### config.mk
export PLATFORM = sky130hd
export DESIGN_NAME = inv_mixcolumns_seq
export DESIGN_NICKNAME = d
export VERILOG_FILES = /design/src/rtl/inv_mixcolumns_seq.sv
export SDC_FILE = /design/constraint.sdc
export NUM_CORES = 1
export LEC_CHECK = 0
export ABC_CLOCK_PERIOD_IN_PS = 8200
export BUFFER_PORTS_ARGS = -buffer_cell sky130_fd_sc_hd__buf_4
export CORE_ASPECT_RATIO = 0.6
export CORE_UTILIZATION = 57
export CTS_CLUSTER_SIZE = 14
export DETAILED_ROUTE_END_ITERATION = 12
export PLACE_DENSITY = 0.81
export RECOVER_POWER = 100
export SYNTH_ARGS = -nofsm -noshare
export SYNTH_HDL_FRONTEND = slang
export SYNTH_SLANG_ARGS = --single-unit
### constraint.sdc
create_clock -name clk -period 8.2 [get_ports clk]
set_input_delay 0 -clock clk [delete_from_list [all_inputs] [get_ports clk]]
set_output_delay 0 -clock clk [all_outputs]
set_load 0.02 [all_outputs]
### src/rtl/inv_mixcolumns_seq.sv
// Iterative AES InvMixColumns unit.
// A 128-bit state is accepted into a work register. COLS_PER_CYCLE column
// engines transform it in place, one group of columns per RUN cycle. The
// finished state is then held on state_out until the downstream handshake.
//
// state | meaning
// IDLE  | waiting for a state, in_ready high
// RUN   | transforming work, one column group per edge
// DONE  | result on state_out, out_valid high until out_ready

module inv_mixcolumns_seq #(
  parameter int COLS_PER_CYCLE = 1
) (
  input  logic         clk,
  input  logic         rst,
  input  logic         in_valid,
  output logic         in_ready,
  input  logic [127:0] state_in,
  output logic         out_valid,
  input  logic         out_ready,
  output logic [127:0] state_out,
  output logic         busy
);

  // Only 1, 2 and 4 engines divide the four columns evenly.
  generate
    if (!(COLS_PER_CYCLE == 1 || COLS_PER_CYCLE == 2 || COLS_PER_CYCLE == 4)) begin : g_bad_cols
      $error("inv_mixcolumns_seq: COLS_PER_CYCLE must be 1, 2 or 4");
    end
  endgenerate

  localparam int         STEPS    = 4 / COLS_PER_CYCLE;
  localparam logic [1:0] LAST_CNT = 2'(STEPS - 1);

  typedef enum logic [1:0] {
    IDLE = 2'd0,
    RUN  = 2'd1,
    DONE = 2'd2
  } state_t;

  state_t       state;
  state_t       state_nxt;
  logic [127:0] work;
  logic [127:0] work_nxt;
  logic [1:0]   cnt;
  logic         accept;
  logic         out_hs;
  logic         last_step;

  // Multiply by x in GF(2^8) modulo 0x11B.
  function automatic logic [7:0] xtime(input logic [7:0] b);
    return {b[6:0], 1'b0} ^ (b[7] ? 8'h1b : 8'h00);
  endfunction

  // Inverse MixColumns of one column; row 0 is the most significant byte.
  // Each byte's x2/x4/x8 chain is shared by all four coefficients.
  function automatic logic [31:0] inv_col(input logic [31:0] col);
    logic [7:0] a  [4];
    logic [7:0] x2 [4];
    logic [7:0] x4 [4];
    logic [7:0] x8 [4];
    logic [7:0] m9 [4];
    logic [7:0] mb [4];
    logic [7:0] md [4];
    logic [7:0] me [4];
    logic [7:0] o0, o1, o2, o3;
    for (int r = 0; r < 4; r++) begin
      a[r]  = col[31-8*r -: 8];
      x2[r] = xtime(a[r]);
      x4[r] = xtime(x2[r]);
      x8[r] = xtime(x4[r]);
      m9[r] = x8[r] ^ a[r];
      mb[r] = x8[r] ^ x2[r] ^ a[r];
      md[r] = x8[r] ^ x4[r] ^ a[r];
      me[r] = x8[r] ^ x4[r] ^ x2[r];
    end
    o0 = me[0] ^ mb[1] ^ md[2] ^ m9[3];
    o1 = m9[0] ^ me[1] ^ mb[2] ^ md[3];
    o2 = md[0] ^ m9[1] ^ me[2] ^ mb[3];
    o3 = mb[0] ^ md[1] ^ m9[2] ^ me[3];
    return {o0, o1, o2, o3};
  endfunction

  assign accept    = in_valid && in_ready;
  assign out_hs    = out_valid && out_ready;
  assign last_step = (state == RUN) && (cnt == LAST_CNT);

  // Column engines: engine e works on column cnt*COLS_PER_CYCLE + e.
  // The 2-bit arithmetic wraps naturally; with four engines cnt stays 0.
  logic [1:0]  col_idx [COLS_PER_CYCLE];
  logic [31:0] eng_out [COLS_PER_CYCLE];

  generate
    for (genvar e = 0; e < COLS_PER_CYCLE; e++) begin : g_eng
      assign col_idx[e] = cnt * 2'(COLS_PER_CYCLE) + 2'(e);
      assign eng_out[e] = inv_col(work[32*col_idx[e] +: 32]);
    end
  endgenerate

  // State register.
  always_ff @(posedge clk or posedge rst) begin
    if (rst) begin
      state <= IDLE;
    end else begin
      state <= state_nxt;
    end
  end

  // Next-state logic.
  always_comb begin
    state_nxt = state;
    case (state)
      IDLE:    if (accept)    state_nxt = RUN;
      RUN:     if (last_step) state_nxt = DONE;
      DONE:    if (out_hs)    state_nxt = IDLE;
      default: state_nxt = IDLE;
    endcase
  end

  // Handshake outputs decoded from the registered state.
  always_comb begin
    in_ready  = (state == IDLE);
    out_valid = (state == DONE);
    busy      = (state != IDLE);
  end

  // Next work value: load on accept, replace the active columns in RUN.
  always_comb begin
    work_nxt = work;
    case (state)
      IDLE: begin
        if (accept) work_nxt = state_in;
      end
      RUN: begin
        for (int e = 0; e < COLS_PER_CYCLE; e++) begin
          work_nxt[32*col_idx[e] +: 32] = eng_out[e];
        end
      end
      default: work_nxt = work;
    endcase
  end

  // Work register, column counter and result register.
  always_ff @(posedge clk or posedge rst) begin
    if (rst) begin
      work      <= '0;
      cnt       <= '0;
      state_out <= '0;
    end else begin
      work <= work_nxt;
      if (accept) begin
        cnt <= '0;
      end else if (state == RUN) begin
        cnt <= cnt + 2'd1;
      end
      // Capture the fully transformed state on the last RUN edge so the
      // output holds steady while work is free to change later.
      if (last_step) begin
        state_out <= work_nxt;
      end
    end
  end

endmodule

==> flow_metrics.py <==
metrics = {
    "drt": {
        "dr.pass1.iters": 11,
        "wl_um": 57000,
        "wl_per_cell_um": 28.4,
        "avgViaCountPerCell": 6.86,
        "post-route-drc-count": 0,
        "antenna_left": 0,
        "vias": 13782,
        "drtIter0Drc": 2482,
    },
    "sta": {
        "max_slew.worst_pin.slew_ns": 5.25,
        "maxSlewViolCount": 497,
        "finalClockSkew_ns": 0.0272,
        "relSlewSlack_pct": -252,
        "max_freq_ghz": 0.178,
        "fin_tns_setup_ns": 0,
        "min_period_ns": 5.62,
        "rsz0062_at_grt": "no",
        "setup_violations": 0,
        "setup_ws_ns": 2.58,
        "finalCritPeriodShare_pct": 68.5,
        "final_hold_viol_count": 0,
    },
    "setup_path": {
        "cp_cell_sequence": "clkbuf_1 > mux4_2 > xnor2_1 > xnor2_1 > xnor2_1 > xor3_1 > a222oi_1 > a21oi_1",
        "cp-end-kind": "flip-flop",
        "crit_path_frequent_cell": "xnor2_1",
        "cp.arrival_ns": 6.00,
        "worstSetupPathType": "reg -> reg",
        "crit_required_ns": 8.59,
        "crit_slowest_cell": "clkbuf_1",
        "reg2reg_setup_slack_ns": 2.58,
        "cp_max_fo": 23,
        "critPathLaunchType": "flip-flop",
        "slowest_delay_ns": 1.26,
    },
    "logic_synthesis": {
        "synth_area_leader_cell": "dfrtp_1",
        "syn_inst": 1342,
        "yosysWarnings": 0,
        "syn_area_per_cell_um2": 10.8,
        "synth.cell_area_um2": 14400,
        "synth_area_leaders": "dfrtp_1, xnor2_1, xnor3_1",
        "synth_edf_count": 0,
        "yosysUniqueCellTypes": 50,
        "yosysTopAreaCellShare_pct": 45.1,
        "syn-num-nets": 1480,
        "ys_seq_area_share_pct": 45.1,
        "synth-async-reset-ratio_pct": 100,
        "yosys_register_bits": 260,
        "yosys_most_used_dff": "dfrtp_1",
    },
    "global_route": {
        "grt_pass1_vias": 13294,
        "grtUsageTotal_pct": 43.7,
        "grt_max_degree": 127,
        "grt_pass1_wl_um": 84200,
        "antenna_found_initial": 5,
        "grt_overflow_total": 0,
    },
    "clock_network": {
        "cts_buffers": 24,
        "postCtsSetupRepairBufs": 0,
        "clkLatencyLatePin_ns": 0.56,
        "cts_root_buf": "clkbuf_16",
        "cts_tree": "built",
        "clock_tree.buffer_depth": 3,
        "clk_pin_slew_ns": 0.07,
        "ctsResizeCount": 0,
        "h-tree-depth": 1,
        "clock-sinks": 260,
    },
    "placed_design": {
        "dp_cells": 1833,
        "dp_slack_ns": 3.87,
        "dp_hpwl_um": 38200,
        "portBuffers": 262,
        "place_area_um2": 16500,
        "routabilityCongestion": 1.02,
    },
    "floorplanning": {
        "rows": 44,
        "core_um2": 24500,
        "die_h_um": 125,
        "die_area_um2": 26000,
        "die_w_um": 207,
        "ios": 263,
        "start_util_pct": 58.9,
    },
    "final_layout": {
        "fin_cells": 2009,
        "layout_common_cells": "dfrtp_1, nor2_1, buf_4, clkbuf_1, dlygate4sd3_1",
        "areaGrowthSynthToFinish_pct": 24.3,
        "layout-drive-gt1-share_pct": 13.6,
        "layout_commonest_cell": "dfrtp_1",
        "fin_area_um2": 17900,
        "final_nets": 1807,
    },
    "min_path": {
        "hold_class": "in -> reg",
    },
    "run_status": {
        "status": "finished with violations",
        "violations": "max-capacitance violations, max-slew violations",
    },
    "job": {
        "maxCapViolCount": 7,
    },
}
registers in the layout, indices dropped and copies added (netlist names):
name and cells:
cnt 2, state_out 128, work 128, state 2
metrics by stage:
| stage | utilization, % | hold slack, ns |
|---|---|---|
| 3_5_place_dp | 67.3 | 0.203 |
| 6_report | 73.2 | 0.0214 |
| 5_1_grt | 73.2 | 0.0396 |
| 2_1_floorplan | - | 0.108 |
| 4_1_cts | 75.8 | 0.00775 |
| 3_3_place_gp | 67.3 | 0.199 |
cell families (layout without fill, tap and decap cells):
| logic type | count (synthesis) | count (layout) | share of synthesized area [%] |
|---|---|---|---|
| XOR/XNOR | 187 | 187 | 16.8 |
| flip-flops | 260 | 260 | 45.1 |
| other | 0 | 5 | 0 |
| adder cells (fa/ha/maj) | 6 | 6 | 0.520 |
| AO/OA/AOI/OAI | 447 | 447 | 20.9 |
| buffers and inverters | 120 | 460 | 3.59 |
| AND/OR/NAND/NOR | 290 | 290 | 8.14 |
| multiplexers | 32 | 32 | 4.99 |
routing by layer:
layer	global-route usage [%]	vias up	share of wire, %
met3	24.9	216	19
met1	60.4	6683	38
met4	9.75	6	3.1
met5	0	-	0.074
met2	59.0	1256	40
li1	-	5621	-
synthesized netlist by cell type (31+ instances only):
library cell,number
mux4_2,32
xnor3_1,38
a22oi_1,99
dfrtp_1,260
xnor2_1,102
o22ai_1,68
nand2_1,75
o21ai_0,100
nor2_1,184
a221oi_1,33
a21oi_1,68
clkbuf_1,87
a222oi_1,31
layout make-up:
type                            count  area (um2)
Inverter                           10        38.8
Tap cell                          322         403
Timing Repair Buffer              411        2910
Sequential cell                   260        6510
Multi-Input combinational cell    962        7310
Fill cell                        1792        6560
Clock inverter                      3        36.3
Antenna cell                        5        12.5
Clock buffer                       36         716
final timing paths:
kind / to / cells past startpoint / startpoint
setup / recovery: state_out[92] / 8 / cnt[1]
hold reg to reg: state_out[17] / 2 / state_out[17]
min in group asynchronous: work[112] / 3 / rst
setup reg to reg: state_out[92] / 8 / cnt[1]
max in group asynchronous: cnt[0] / 4 / rst
hold / removal: work[67] / 5 / in_valid
worst max-delay path: cells and delay by family, from the launching register on:
kind                   cells  cell delay (ns)
flip-flops                 1             0.74
multiplexers               1             0.60
AO/OA/AOI/OAI              2             0.79
XOR/XNOR                   4             2.04
buffers and inverters      1             1.26
what timing repair did:
action / CTS / global route
hold buffers: 132 / 0
hold endpoints to repair: 306 / 0
setup endpoints to repair: 0 / 0
Power is left out: the tool's default activity adds up to more than one toggle a clock period on the data nets, which glitch-free logic cannot reach.
